[src/rtl/intrpt_ctrl_if.sv]
// Interrupt controller bus: request/mask/boundary inputs from the core and
// peripherals, trap/resume redirects and register-bank controls back out.
`timescale 1ns/1ps

interface intrpt_ctrl_if #(
    parameter int DATA_WIDTH = 32,
    parameter int NUM_SRC    = 4
);
    logic [NUM_SRC-1:0]    irq_req;
    logic [NUM_SRC-1:0]    irq_mask;
    logic                  instr_boundary;
    logic [DATA_WIDTH-1:0] cur_pc;
    logic                  iret;

    logic                  trap;
    logic [DATA_WIDTH-1:0] trap_vector;
    logic                  resume;
    logic [DATA_WIDTH-1:0] resume_pc;
    logic                  intrpt;
    logic [DATA_WIDTH-1:0] intrpt_val;
    logic                  save_proc_pc;
    logic [DATA_WIDTH-1:0] proc_pc;
    logic                  rd_shft_enabler;
    logic                  wrt_shft_enabler;
    logic                  busy;

    // Core / peripheral side
    modport master (
        output irq_req, irq_mask, instr_boundary, cur_pc, iret,
        input  trap, trap_vector, resume, resume_pc, intrpt, intrpt_val,
               save_proc_pc, proc_pc, rd_shft_enabler, wrt_shft_enabler, busy
    );

    // Controller side
    modport slave (
        input  irq_req, irq_mask, instr_boundary, cur_pc, iret,
        output trap, trap_vector, resume, resume_pc, intrpt, intrpt_val,
               save_proc_pc, proc_pc, rd_shft_enabler, wrt_shft_enabler, busy
    );
endinterface

[src/rtl/intrpt_ctrl.sv]
// Single-level interrupt entry/exit controller. Latches request edges, takes
// the highest-priority unmasked source at an instruction boundary, redirects
// the PC to its vector and switches the register bank to the shadow copy
// while the handler runs.
`timescale 1ns/1ps

module intrpt_ctrl #(
    parameter int                    DATA_WIDTH = 32,
    parameter int                    NUM_SRC    = 4,
    parameter logic [DATA_WIDTH-1:0] VEC_BASE   = 32'h0000_0040
) (
    input  logic          clk,
    input  logic          rst_n,
    intrpt_ctrl_if.slave  bus
);

    localparam int ID_W = (NUM_SRC > 1) ? $clog2(NUM_SRC) : 1;

    typedef enum logic [1:0] {
        IDLE,
        ENTER,
        IN_ISR,
        EXIT
    } stateT;

    stateT                 state;
    stateT                 stateNext;

    logic [NUM_SRC-1:0]    prevReq;
    logic [NUM_SRC-1:0]    pending;
    logic [NUM_SRC-1:0]    readyMask;
    logic [NUM_SRC-1:0]    captureClr;
    logic                  capture;
    logic [ID_W-1:0]       srcSel;
    logic [ID_W-1:0]       srcId;
    logic [DATA_WIDTH-1:0] idExt;
    logic [DATA_WIDTH-1:0] epc;

    logic                  trapNext;
    logic [DATA_WIDTH-1:0] trapVecNext;
    logic                  resumeNext;
    logic [DATA_WIDTH-1:0] resumePcNext;
    logic                  intrptNext;
    logic                  savePcNext;
    logic                  shadowSel;

    assign idExt = {{(DATA_WIDTH-ID_W){1'b0}}, srcId};

    // Pick the lowest-index pending, unmasked source and decide whether to take it now
    always_comb begin
        readyMask  = pending & bus.irq_mask;
        srcSel     = '0;
        captureClr = '0;
        for (int i = NUM_SRC - 1; i >= 0; i--) begin
            if (readyMask[i]) begin
                srcSel = ID_W'(i);
            end
        end
        capture = (state == IDLE) && (|readyMask) && bus.instr_boundary;
        if (capture) begin
            captureClr[srcSel] = 1'b1;
        end
    end

    // Next-state and per-state output decode
    always_comb begin
        stateNext    = state;
        trapNext     = 1'b0;
        trapVecNext  = '0;
        resumeNext   = 1'b0;
        resumePcNext = '0;
        intrptNext   = 1'b0;
        savePcNext   = 1'b0;
        shadowSel    = 1'b0;
        case (state)
            IDLE: begin
                if (capture) begin
                    stateNext = ENTER;
                end
            end
            ENTER: begin
                trapNext    = 1'b1;
                trapVecNext = VEC_BASE + (idExt << 2);
                intrptNext  = 1'b1;
                stateNext   = IN_ISR;
            end
            IN_ISR: begin
                shadowSel = 1'b1;
                if (bus.iret) begin
                    stateNext = EXIT;
                end
            end
            EXIT: begin
                resumeNext   = 1'b1;
                resumePcNext = epc;
                savePcNext   = 1'b1;
                stateNext    = IDLE;
            end
            default: begin
                stateNext = IDLE;
            end
        endcase
    end

    // State register; reset drops straight back to IDLE so the bank select clears at once
    always_ff @(posedge clk or negedge rst_n) begin
        if (!rst_n) begin
            state <= IDLE;
        end else begin
            state <= stateNext;
        end
    end

    // Rising-edge detect into sticky pending bits; a new edge beats a same-cycle capture clear
    always_ff @(posedge clk or negedge rst_n) begin
        if (!rst_n) begin
            prevReq <= '0;
            pending <= '0;
        end else begin
            prevReq <= bus.irq_req;
            pending <= (pending & ~captureClr) | (bus.irq_req & ~prevReq);
        end
    end

    // Remember which source was taken and where to resume
    always_ff @(posedge clk or negedge rst_n) begin
        if (!rst_n) begin
            srcId <= '0;
            epc   <= '0;
        end else if (capture) begin
            srcId <= srcSel;
            epc   <= bus.cur_pc;
        end
    end

    assign bus.trap             = trapNext;
    assign bus.trap_vector      = trapVecNext;
    assign bus.resume           = resumeNext;
    assign bus.resume_pc        = resumePcNext;
    assign bus.intrpt           = intrptNext;
    assign bus.intrpt_val       = idExt;
    assign bus.save_proc_pc     = savePcNext;
    assign bus.proc_pc          = epc;
    assign bus.rd_shft_enabler  = shadowSel;
    assign bus.wrt_shft_enabler = shadowSel;
    assign bus.busy             = (state != IDLE);

endmodule

[src/flat_wrapper.sv]
// flat-port wrapper written by rule: the top's interface ports become plain ports
module intrpt_ctrl_flat 
#(
    parameter int                    DATA_WIDTH = 32,
    parameter int                    NUM_SRC    = 4,
    parameter logic [DATA_WIDTH-1:0] VEC_BASE   = 32'h0000_0040
)
  (clk, rst_n, bus_irq_req, bus_irq_mask, bus_instr_boundary, bus_cur_pc, bus_iret, bus_trap, bus_trap_vector, bus_resume, bus_resume_pc, bus_intrpt, bus_intrpt_val, bus_save_proc_pc, bus_proc_pc, bus_rd_shft_enabler, bus_wrt_shft_enabler, bus_busy);
  intrpt_ctrl_if #(.DATA_WIDTH(DATA_WIDTH), .NUM_SRC(NUM_SRC)) bus_i ();
  input  logic clk;
  input  logic rst_n;
  input wire logic [$bits(bus_i.irq_req)-1:0] bus_irq_req;
  input wire logic [$bits(bus_i.irq_mask)-1:0] bus_irq_mask;
  input wire logic [$bits(bus_i.instr_boundary)-1:0] bus_instr_boundary;
  input wire logic [$bits(bus_i.cur_pc)-1:0] bus_cur_pc;
  input wire logic [$bits(bus_i.iret)-1:0] bus_iret;
  output wire logic [$bits(bus_i.trap)-1:0] bus_trap;
  output wire logic [$bits(bus_i.trap_vector)-1:0] bus_trap_vector;
  output wire logic [$bits(bus_i.resume)-1:0] bus_resume;
  output wire logic [$bits(bus_i.resume_pc)-1:0] bus_resume_pc;
  output wire logic [$bits(bus_i.intrpt)-1:0] bus_intrpt;
  output wire logic [$bits(bus_i.intrpt_val)-1:0] bus_intrpt_val;
  output wire logic [$bits(bus_i.save_proc_pc)-1:0] bus_save_proc_pc;
  output wire logic [$bits(bus_i.proc_pc)-1:0] bus_proc_pc;
  output wire logic [$bits(bus_i.rd_shft_enabler)-1:0] bus_rd_shft_enabler;
  output wire logic [$bits(bus_i.wrt_shft_enabler)-1:0] bus_wrt_shft_enabler;
  output wire logic [$bits(bus_i.busy)-1:0] bus_busy;
  assign bus_i.irq_req = bus_irq_req;
  assign bus_i.irq_mask = bus_irq_mask;
  assign bus_i.instr_boundary = bus_instr_boundary;
  assign bus_i.cur_pc = bus_cur_pc;
  assign bus_i.iret = bus_iret;
  assign bus_trap = bus_i.trap;
  assign bus_trap_vector = bus_i.trap_vector;
  assign bus_resume = bus_i.resume;
  assign bus_resume_pc = bus_i.resume_pc;
  assign bus_intrpt = bus_i.intrpt;
  assign bus_intrpt_val = bus_i.intrpt_val;
  assign bus_save_proc_pc = bus_i.save_proc_pc;
  assign bus_proc_pc = bus_i.proc_pc;
  assign bus_rd_shft_enabler = bus_i.rd_shft_enabler;
  assign bus_wrt_shft_enabler = bus_i.wrt_shft_enabler;
  assign bus_busy = bus_i.busy;
  intrpt_ctrl #(.DATA_WIDTH(DATA_WIDTH), .NUM_SRC(NUM_SRC), .VEC_BASE(VEC_BASE)) u_core (.clk(clk), .rst_n(rst_n), .bus(bus_i));
endmodule
[config.mk]
export PLATFORM = sky130hd
export DESIGN_NAME = intrpt_ctrl_flat
export DESIGN_NICKNAME = d
export VERILOG_FILES = /design/src/rtl/intrpt_ctrl_if.sv /design/src/rtl/intrpt_ctrl.sv /design/src/flat_wrapper.sv
export SDC_FILE = /design/constraint.sdc
export NUM_CORES = 1
export LEC_CHECK = 0
export ABC_AREA = 1
export CORE_ASPECT_RATIO = 0.9
export CORE_MARGIN = 5
export CORE_UTILIZATION = 38
export CTS_CLUSTER_SIZE = 12
export DETAILED_ROUTE_END_ITERATION = 6
export PLACE_DENSITY_LB_ADDON = 0.05
export SETUP_SLACK_MARGIN = 0.4
export SLEW_MARGIN = 20
export SYNTH_ARGS = -nofsm -noshare
export SYNTH_HDL_FRONTEND = slang
export SYNTH_SLANG_ARGS = --single-unit
export TNS_END_PERCENT = 30
[constraint.sdc]
create_clock -name clk -period 2.1 [get_ports clk]
set_input_delay 0.42 -clock clk [delete_from_list [all_inputs] [get_ports clk]]
set_output_delay 0.42 -clock clk [all_outputs]
set_load 0.005 [all_outputs]
==> results of run 1 <==
[cells by family after synthesis]
logic type               Yosys count  synth area share [%]
AND/OR/NAND/NOR                  162                  24.4
adder cells (fa/ha/maj)            5                  2.45
AO/OA/AOI/OAI                      6                  1.77
other                              1                 0.147
buffers and inverters            118                  28.0
flip-flops                        44                  43.2
[timing repair]
action	4_1_cts	5_1_grt
pin swaps	2	0
setup buffers	18	1
cloned	4	0
resized for setup	195	45
endpoints found under the setup margin	74	78
[final cells by class]
type                       count  share of cell area, %
clock buffer                   7                   2.37
inverter                      46                   4.49
multi-input combinational    232                   27.2
sequential                    44                   27.1
tap                           90                   2.77
timing repair buffer         146                   36.0
[worst register-to-register path, cell delays in order, from the launching register on]
cell and delay [ns]:
sky130_fd_sc_hd__dfrtp_1 0.40, sky130_fd_sc_hd__buf_4 0.14, sky130_fd_sc_hd__buf_6 0.12, sky130_fd_sc_hd__inv_4 0.08, sky130_fd_sc_hd__ha_4 0.15, sky130_fd_sc_hd__nand2_1 0.06, sky130_fd_sc_hd__inv_2 0.09, sky130_fd_sc_hd__o21ai_4 0.10
sky130_fd_sc_hd__buf_12 0.18, sky130_fd_sc_hd__nand2_1 0.12, sky130_fd_sc_hd__nand2_1 0.08, sky130_fd_sc_hd__nand2_1 0.06, sky130_fd_sc_hd__nand2_1 0.05
[state kept, by name, summed over array words and instances, names as in the netlist]
register	count
u_core.srcId	2
u_core.state	2
u_core.bus.proc_pc	32
u_core.prevReq	4
u_core.pending	4
[metal layers]
metal / share of wire [%] / GRT usage, % / up-vias
met5: 0 / 0 / -
met4: 1.2 / 4.97 / 0
met3: 9.7 / 4.47 / 9
met2: 50 / 29.3 / 111
met1: 39 / 20.8 / 1032
li1: - / - / 1134
[synthesized netlist by cell type (all sizes together)]
| cell type | n |
|---|---|
| buf | 69 |
| nand3 | 4 |
| dfrtp | 44 |
| o21ai | 4 |
| inv | 46 |
| or2 | 1 |
| nand4 | 1 |
| a31oi | 1 |
| conb | 1 |
| clkbuf | 3 |
| ha | 5 |
| o21bai | 1 |
| nand2 | 156 |
[stage by stage]
step           setup WS, ns  total power [W]  cell area (um2)  utilization, %  hold WS [ns]
6_report              0.117          0.00505             4070            62.1         0.113
5_1_grt              0.0660          0.00544             4070            62.1         0.155
4_1_cts               0.122          0.00489             3930            60.0         0.119
3_5_place_dp          0.183          0.00373             3580            54.6         0.408
3_3_place_gp          0.218          0.00367             3580            54.6         0.398
2_1_floorplan         0.633          0.00248             2770               -         0.124
[power breakdown]
group	switching [W]	total, W	internal [W]
logic	0.00123	0.00292	0.00170
registers	0.000357	0.00156	0.00120
clock network	0.000279	0.000573	0.000293
[layout by cell type (no fill, tap or decap), drive strengths merged]
master         instances
dfrtp                 44
clkdlybuf4s50         76
conb                  59
buf                   61
dlygate4sd2            8
o21ai                  4
or2                    1
nand4                  1
nand2                156
ha                     5
inv                   46
nand3                  4
clkbuf                 8
a31oi                  1
o21bai                 1
[final timing paths]
kind / start / endpoint / depth (start not counted)
worst max-delay path: u_core.state[0] / bus_resume_pc[9] / 8
worst min-delay path: rst_n / u_core.prevReq[0] / 1
min in group clk: u_core.prevReq[1] / u_core.pending[1] / 1
max in group asynchronous: rst_n / u_core.bus.proc_pc[31] / 2
worst max register to register: u_core.state[0] / u_core.state[1] / 12
worst min register to register: u_core.prevReq[1] / u_core.pending[1] / 1
==> results.txt, run 1 <==
The first routing iteration left 46 violations. Clock latency at the later pin of the worst-skew pair: 0.30 ns. The run gives 0 as the initial antenna violation count. The maximum clock skew at final layout was 0.00862 ns. The total number of nets in the final design was 524; the final count of negative-setup-slack endpoints was 0. Critical setup path kind: flip-flop to output port. The logs give 1.56 ns for the data arrival time at the worst-slack endpoint and 2 for the buffer levels on the longest clock path.

Sequential elements use 43.2% of the synthesized area. For this block, the via count after detailed routing is 2286. Based on the critical path, the design can be clocked at up to 504 MHz. The tools report the yosys synthesis warning count as 0. The required time of the critical path is 1.68 ns, and the antenna diode count is 0. The synthesized flop and latch total was 44; the cell area after synthesis was 2550 um2. Portion of synthesized cell area occupied by the leading cell type: 43.2%. The overall track demand over capacity in global routing is 16.9%. After clock tree synthesis, the clock-pin slew on the worst setup and hold paths is 0.08 ns. The die covers 8450 um2. The run gives 0 as the number of max-cap violations.

After global routing the overflow that remains totals 0. For the number of instances in the synthesized netlist, the log shows 336. Cells with a size suffix above 1 make up 25.9% of the layout. Hold repair after CTS inserted 0 buffers. The initial utilization of the core area, before any placement, comes to 38.9%. The die is 96.3 um wide. The flow ran to the end, and the final reports show no timing, DRC or antenna violations. Residual DRC count: 0. The launching element type of the critical path is a flip-flop.

Fill cells in the final layout number 610. For this run, the detailed router's first-pass iteration total came to 4. Detailed placement finished with a half-perimeter wire length of 4.92 mm.

In this design, the stage delay of the slowest critical-path cell is 0.40 ns. For the CTS sink count, the log shows 44. The largest total area in the synthesized netlist belongs to sky130_fd_sc_hd__dfrtp_1.

The type of the tightest min-delay check was input pin to asynchronous set/reset pin. Entering global routing, the biggest net connects 37 pins. The clock root buffer is sky130_fd_sc_hd__clkbuf_8.

During I/O placement, the number of pins put on the boundary was 179. Row generation in the floorplan step produced 28 rows. The worst pin sits at a relative slew slack of 62.3%.

After synthesis, the cell types taking the most area are sky130_fd_sc_hd__dfrtp_1 (43%), sky130_fd_sc_hd__nand2_1 (23%), sky130_fd_sc_hd__buf_4 (19%), sky130_fd_sc_hd__inv_1 (6.6%), sky130_fd_sc_hd__ha_1 (2.5%). The cell with the largest stage delay on the worst path is sky130_fd_sc_hd__dfrtp_1. The total clock buffers created by CTS came out at 5. Summed over all layers, the routed wires come to 7.24 mm. The critical path contains buffers and inverters numbering 6 combined.

TritonCTS built the clock tree. The netlist uses 17 different library cells. The multi-input gate area in the final layout was 1110 um2; the part of the cycle the worst path needs was 94.4%. The time the worst path needs with I/O delays and setup is 1.98 ns.

Dividing the detail-routed wire length by the instance count gives 12.8 um. The biggest fanout along the worst timing path was 4; the instance count after placement with tap cells included was 535. The H-tree depth is 2. Once detail routing completed, the nets flagged for antenna violations numbered 0. For the number of max-slew violations in the final report, the log shows 0. The worst setup path is captured at an output port.

The finished layout holds 565 standard cells, fillers aside. Height of the chip: 87.7 um. In this run the tool buffered the top-level ports with 119 buffer cells.

Number of endpoints with negative hold slack in the final report: 0. The first-pass GRT wire length was 11.1 mm. In this run the power density over the cells is 1240 nW/um2. The post-synthesis area per instance is 7.59 um2.

Broken down by cell family, the worst path's largest delay share belongs to buffers and inverters. In this run the register-to-register setup slack is 0.37 ns. Across the VDD grid, the largest voltage drop is 0.000596 V. In the routed layout, each cell is associated on average with a via count of 4.05. Summing all flip-flop and latch instances after layout gives 1100 um2. Slew at the pin closest to its max-slew limit: 0.565 ns.

The tools report the via count of the first global-routing pass as 2275. The critical path goes through buf_6, ha_4, buf_12, buf_12, buf_8, nand2_2, inv_2, buf_6. Routability-driven placement finished with a final weighted congestion of 0.698.

The total area inside the core boundary comes to 6550 um2. Setup total negative slack on the finished layout was measured at 0 ns. Setup repair after global routing could not meet its margin everywhere. The area growth from synthesis to layout is 59.5%. Summed over all cells, the static leakage comes to 2.39 nW.
Power figures use the tool's default switching activity.
==> run 2, diff against run 1 <==
--- a/config.mk
+++ b/config.mk
@@ -8,7 +8,7 @@
 export ABC_AREA = 1
 export CORE_ASPECT_RATIO = 0.9
 export CORE_MARGIN = 5
-export CORE_UTILIZATION = 38
+export CORE_UTILIZATION = 30
 export CTS_CLUSTER_SIZE = 12
 export DETAILED_ROUTE_END_ITERATION = 6
 export PLACE_DENSITY_LB_ADDON = 0.05
==> run 2 against run 1 <==
Worst setup slack better by 0.040 ns. Global-route usage fell by 3.8 points. First-iteration DRC count shrank 41%. Power down 2.3%. Worst hold slack got worse by 0.080 ns. Sequential share of layout area up 0.13 points. Register-to-register slack is essentially flat. Clock skew decreased by 0.00071 ns. Highest routed layer unchanged.
==> results.txt, run 2 (same netlist as run 1, synthesis figures left out) <==
The flow ran to the end, and the final reports show no timing, DRC or antenna violations. Across the run, the number of max-cap violations was 0. The static leakage power is 2.33 nW. The count of TritonRoute iterations in the first routing pass came out at 4.

The register with the most flip-flops in the layout has 32 of them. The first global-routing pass estimated 11.1 mm of wire. The final count of negative-setup-slack endpoints is 0, and the part of the cycle the worst path needs is 92.5%. Sequential cells burn 30.8% of the power.

The logs give 0 for the antenna diode count and 0 for the residual DRC count. The logic gate share of total power came out at 56.1%. TritonCTS built the clock tree.

The via count of the first global-routing pass was 2144; the biggest fanout along the worst timing path was 4. The initialized floorplan defines 31 standard-cell rows. The tree is rooted in a sky130_fd_sc_hd__clkbuf_8. The tools report the number of primary I/O pins as 179.

The worst setup path is launched from a flip-flop. The H-tree depth was 2. The time the worst path needs with I/O delays and setup is 1.94 ns, and the overall die area is 10400 um2.

Entering global routing, the biggest net connects 33 pins. The routability congestion estimate from global placement is 0.710, and the height of the chip is 97.4 um. The worst setup path is of the flip-flop to output port kind.

The core utilization of the finished layout was 49.4%. For the worst setup path, the data required time is 1.68 ns. The routed design has 7.25 mm of wire. The CTS sink count was 44; the total clock buffers created by CTS was 5. The initial antenna violation count came out at 0. The run gives 0.000577 V as the largest voltage drop on the vdd net. Across all layers, the routed design uses 2213 vias. The share of cells above drive strength 1 came out at 17.2%. For this run, the total global-route usage over all layers was measured as 13.2%. The number of endpoints with negative hold slack in the final report was 0; the remaining antenna violation count after routing was 0. Summed over all nets, the switching power comes to 0.00178 W. STA classifies the critical path endpoint as an output port.

For this design, the CTS-stage hold fixing added 0 buffers. The total overflow left after global routing is 0. Hold is met by 0.0326 ns. The clock network accounts for 13.0% of the total power.

The tightest min-delay check is of the input pin to asynchronous set/reset pin type. The worst register-to-register path begins at u_core.state[0]. For the number of max-slew violations in the final report, the log shows 0. Setup repair after global routing could not meet its margin everywhere.

Data arrives at the worst endpoint at 1.52 ns. Clock-pin slew was measured on the worst setup and hold paths at 0.08 ns. Once the floorplan was initialized, standard cells occupied 31.1% of the core. The die is 107 um wide. The via density per instance was 3.78; the aggregate negative setup slack was 0 ns. The clock passes through at most 2 buffers. The start point of the critical path is u_core.state[1]. Cell area power density: 1220 nW/um2. Leaving out fill and tap cells, the most frequent cell in the layout is sky130_fd_sc_hd__nand2_1.

After floorplanning, the core was sized to cover 8180 um2. Once placement completed, the tool counted placed cells totaling 562. The total number of nets in the final design is 519. From synthesis to final layout, the design area changed by 58.8%. With fillers left out, the area of the finished cells amounts to 4050 um2. In this run switching power makes up 36.0% of total power. After detailed routing, the average wire length per cell comes to 12.4 um.

The clock latency at the later pin of the worst-skew pair was 0.29 ns; the area after detailed placement was 3610 um2. Leaving out filler cells and counting taps, the final layout contains 586. The fmax is 515 MHz. The number of port buffers is 119, and the number of DRC markers after the initial detailed-route iteration is 27. Between clock sinks in the finished design, the worst skew comes to 0.00791 ns.

The top cell types in the final layout, fill and taps aside, are sky130_fd_sc_hd__nand2_1 (137), sky130_fd_sc_hd__clkdlybuf4s50_1 (76), sky130_fd_sc_hd__conb_1 (59). The final HPWL from detailed placement was 5.16 mm. The internal portion of the total power is 0.00316 W.
==> run 2: timing repair <==
action / in CTS / in global routing
setup endpoints to repair: 76 / 81
pin swaps: 4 / 3
resized for setup: 122 / 47
setup buffers: 11 / 2
cloned: 2 / 1
==> run 2: final timing paths <==
check,depth (start not counted),endpoint,slack (ns)
worst max-delay path,5,bus_rd_shft_enabler,0.16
worst min-delay path,1,u_core.prevReq[0],0.03
worst max register to register,12,u_core.state[0],0.36
worst min register to register,1,u_core.pending[1],0.42
max in group asynchronous,2,u_core.bus.proc_pc[8],1.50
min in group clk,1,u_core.pending[1],0.42
==> run 2: per-layer routing <==
layer	routed length [um]	GRT usage [%]	vias to the layer above
met2	3510	22.5	96
met3	582	3.72	5
met4	25	2.06	0
li1	-	-	1121
met5	0	0	-
met1	3130	16.8	991
==> run 2: critical path, cell delays in order (launching register included) <==
cell and delay [ns]:
sky130_fd_sc_hd__dfrtp_1 0.43, sky130_fd_sc_hd__buf_6 0.14, sky130_fd_sc_hd__buf_6 0.11, sky130_fd_sc_hd__buf_4 0.13, sky130_fd_sc_hd__ha_4 0.16, sky130_fd_sc_hd__dlygate4sd2_1 0.26
==> run 2: final cells by class <==
type,count,area [um2]
fillers,819,4140
repair buffers,141,1440
flip-flops and latches,44,1100
multi-input cells,232,1070
inverters,46,188
well taps,115,144
clock buffers,6,72.6
clock inverters,2,35.0
==> run 2: power by group through the flow <==
stage	combinational (W)	sequential, W	clock [W]
floorplan	0.00101	0.00148	0
global placement	0.00223	0.00149	0
detailed placement	0.00225	0.00149	0
CTS	0.00263	0.00151	0.000671
global route	0.00304	0.00158	0.000699
finish	0.00277	0.00152	0.000644
==> run 2: per-stage QoR <==
stage,worst slack (ns),power (W)
2_1_floorplan,0.633,0.00248
3_3_place_gp,0.188,0.00372
3_5_place_dp,0.156,0.00375
4_1_cts,0.138,0.00480
5_1_grt,0.103,0.00533
6_report,0.158,0.00494
==> run 3, diff against run 2 <==
--- a/config.mk
+++ b/config.mk
@@ -8,12 +8,11 @@
 export ABC_AREA = 1
 export CORE_ASPECT_RATIO = 0.9
 export CORE_MARGIN = 5
-export CORE_UTILIZATION = 30
+export CORE_UTILIZATION = 33
 export CTS_CLUSTER_SIZE = 12
 export DETAILED_ROUTE_END_ITERATION = 6
 export PLACE_DENSITY_LB_ADDON = 0.05
 export SETUP_SLACK_MARGIN = 0.4
-export SLEW_MARGIN = 20
 export SYNTH_ARGS = -nofsm -noshare
 export SYNTH_HDL_FRONTEND = slang
 export SYNTH_SLANG_ARGS = --single-unit
==> run 3 against run 2 <==
Worst setup slack worse by 0.043 ns. Clock power is 12% lower. Critical path depth stayed put. Largest cell class unchanged. Largest power group unchanged.
==> results.txt, run 3 (same netlist as run 1, synthesis figures left out) <==
The run gives 9580 um2 as the overall die area. At the end of routability-driven placement, the weighted congestion stood at 0.770. The clock latency at the later pin of the worst-skew pair came out at 0.29 ns. The first global-routing pass estimated 10.2 mm of wire. Wires add up to 6.86 mm.

The endpoint kind of the worst setup timing path was an output port. Once the floorplan was initialized, standard cells occupied 33.8% of the core. The run finished with clean final reports. From synthesis to final layout, the design area changed by 48.9%. For this run, the share of the core covered by cells in the final layout is 50.3%. The placed instances occupy a cell area of 3580 um2. 179 I/O pins were placed. For the worst setup path, the data required time is 1.68 ns. The logs give 0 ns for the aggregate negative setup slack and 0 for the total congestion overflow. Type of the tightest min-delay check: input pin to asynchronous set/reset pin. For this design, the sink count on the clock tree is 44. After detailed routing, the number of remaining DRC violations is 0. The first routing iteration left 26 violations. IR analysis of the VDD net gives a maximum drop of 0.000415 V. Clock root buffer: sky130_fd_sc_hd__clkbuf_8. Leaving out fill and tap cells, the most frequent cells in the layout are sky130_fd_sc_hd__nand2_1 (132), sky130_fd_sc_hd__clkdlybuf4s50_1 (77), sky130_fd_sc_hd__conb_1 (59). Entering global routing, the biggest net connects 33 pins. The repair_antennas step left the layout with diodes totalling 0. The longest clock path from root to sink contains 2 buffers. TritonCTS built the clock tree. Across the run, the number of max-cap violations was 0. Setup violations remaining at the end of the flow were counted as 0. On the worst path, the slowest cell contributes a delay of 0.43 ns.

The part of the cycle the worst path needs works out to 94.5%. Cells with a size suffix above 1 make up 19.0% of the layout. The worst setup path is launched from a flip-flop. For the pin with the worst max-slew slack, the measured transition is 0.546 ns. Setup repair after global routing could not meet its margin everywhere.

The wire-length estimate of the detail-placed layout is 4.99 mm. The largest individual stage delay along the critical path comes from the cell sky130_fd_sc_hd__clkdlybuf4s50_1. For the final database, setup skew stands at 0.00484 ns. The library cell used most frequently in the layout, excluding fill and tap cells, is sky130_fd_sc_hd__nand2_1. The tightest hold path in the finished design has a slack of 0.108 ns. The number of port buffers was 119; the biggest fanout along the worst timing path was 3.

The H-tree depth was 2; the number of max-slew violations in the final report was 0. At the worst endpoint, the arrival time is 1.56 ns. The critical setup path kind is flip-flop to output port. The first detailed-routing pass ran for 4 iterations. The CTS clock-pin slew for the worst setup and hold paths was 0.08 ns.

In this run the static leakage power is 2.27 nW. In the global route stage, overall resource usage came out at 13.3%. After floorplanning, the core was divided into 30 placement rows. The total number of nets in the final design is 511, and the cell area power density is 1190 nW/um2. In the final routed layout, each cell accounts on average for 12.3 um. The via count of the first global-routing pass is 2107, and the time the worst path needs with I/O delays and setup is 1.98 ns. The core region is 7540 um2. In this run the tightest slew margin relative to its limit is 63.6%.

Dividing the detail-routed via count by the number of cells gives 3.85. The fmax is 504 MHz. Detailed routing inserted a total of 2147 vias. The number of endpoints with negative hold slack in the final report was 0.

The remaining antenna violation count after routing was 0. The register with the most flip-flops in the layout has 32 of them. After routing the design area is 3800 um2.

The initial antenna violation count is 0. From left edge to right edge, the die measures 103 um. In this run the vertical extent of the chip is 93.4 um.

The critical path goes through buf_6, inv_4, ha_2, inv_1, clkdlybuf4s50_1. The run gives 5 as the total clock buffers created by CTS.
-- run 3: changes by cell type in the layout (fill, tap and decap cells not counted), sizes merged, moves of 2 or more --
cell	change
clkdlybuf4s15	-12
dlymetal6s2s	+2
dlygate4sd2	-2
buf	+3
-- run 3: report_power, final --
part / internal [W] / switching [W] / total [W]
sequential: 0.00120 / 0.000310 / 0.00151
combinational: 0.00135 / 0.00108 / 0.00243
clock: 0.000293 / 0.000272 / 0.000565
total: 0.00285 / 0.00167 / 0.00451
-- run 3: what timing repair did --
item                                    CTS  global route
cloned                                    0             3
gates resized for setup                 168            12
endpoints found under the hold margin     0             0
buffers inserted                          2             4
endpoints found under the setup margin   74            78
hold buffers                              0             0
pin swaps                                 1             1
-- run 3: path summary, 6_finish.rpt --
kind / from / end / slack (ns) / cells past startpoint
setup / recovery: u_core.state[0] / bus_busy / 0.12 / 5
hold / removal: rst_n / u_core.bus.proc_pc[2] / 0.11 / 1
setup reg to reg: u_core.state[0] / u_core.srcId[0] / 0.56 / 9
hold reg to reg: u_core.prevReq[1] / u_core.pending[1] / 0.42 / 1
max in group asynchronous: rst_n / u_core.state[0] / 1.46 / 2
min in group clk: u_core.prevReq[1] / u_core.pending[1] / 0.42 / 1
-- run 3: layout make-up --
cell class | count | area, um2
clock buffers | 7 | 96.3
fillers | 773 | 3750
inverters | 46 | 183
multi-input cells | 232 | 1050
flip-flops and latches | 44 | 1100
well taps | 96 | 120
repair buffers | 133 | 1250
-- run 3: stage by stage --
step	cells	setup slack [ns]	power (W)
6_report	558	0.115	0.00451
3_3_place_gp	542	0.209	0.00368
4_1_cts	551	0.00955	0.00439
3_5_place_dp	542	0.157	0.00372
5_1_grt	558	0.0406	0.00491
2_1_floorplan	394	0.633	0.00248
-- run 3: critical path: cells and delay by family (launching register included) --
| family | cells | cell delay (ns) |
|---|---|---|
| flip-flops | 1 | 0.41 |
| adder cells (fa/ha/maj) | 1 | 0.20 |
| buffers and inverters | 4 | 0.66 |
-- run 3: metal layers --
layer  global-route usage [%]  vias up  part of all wire, %
li1                         -     1100                    -
met1                     16.1      945                   42
met2                     22.5       95                   47
met3                     4.62        7                   10
met4                     3.17        0                  1.0
met5                        0        -                    0
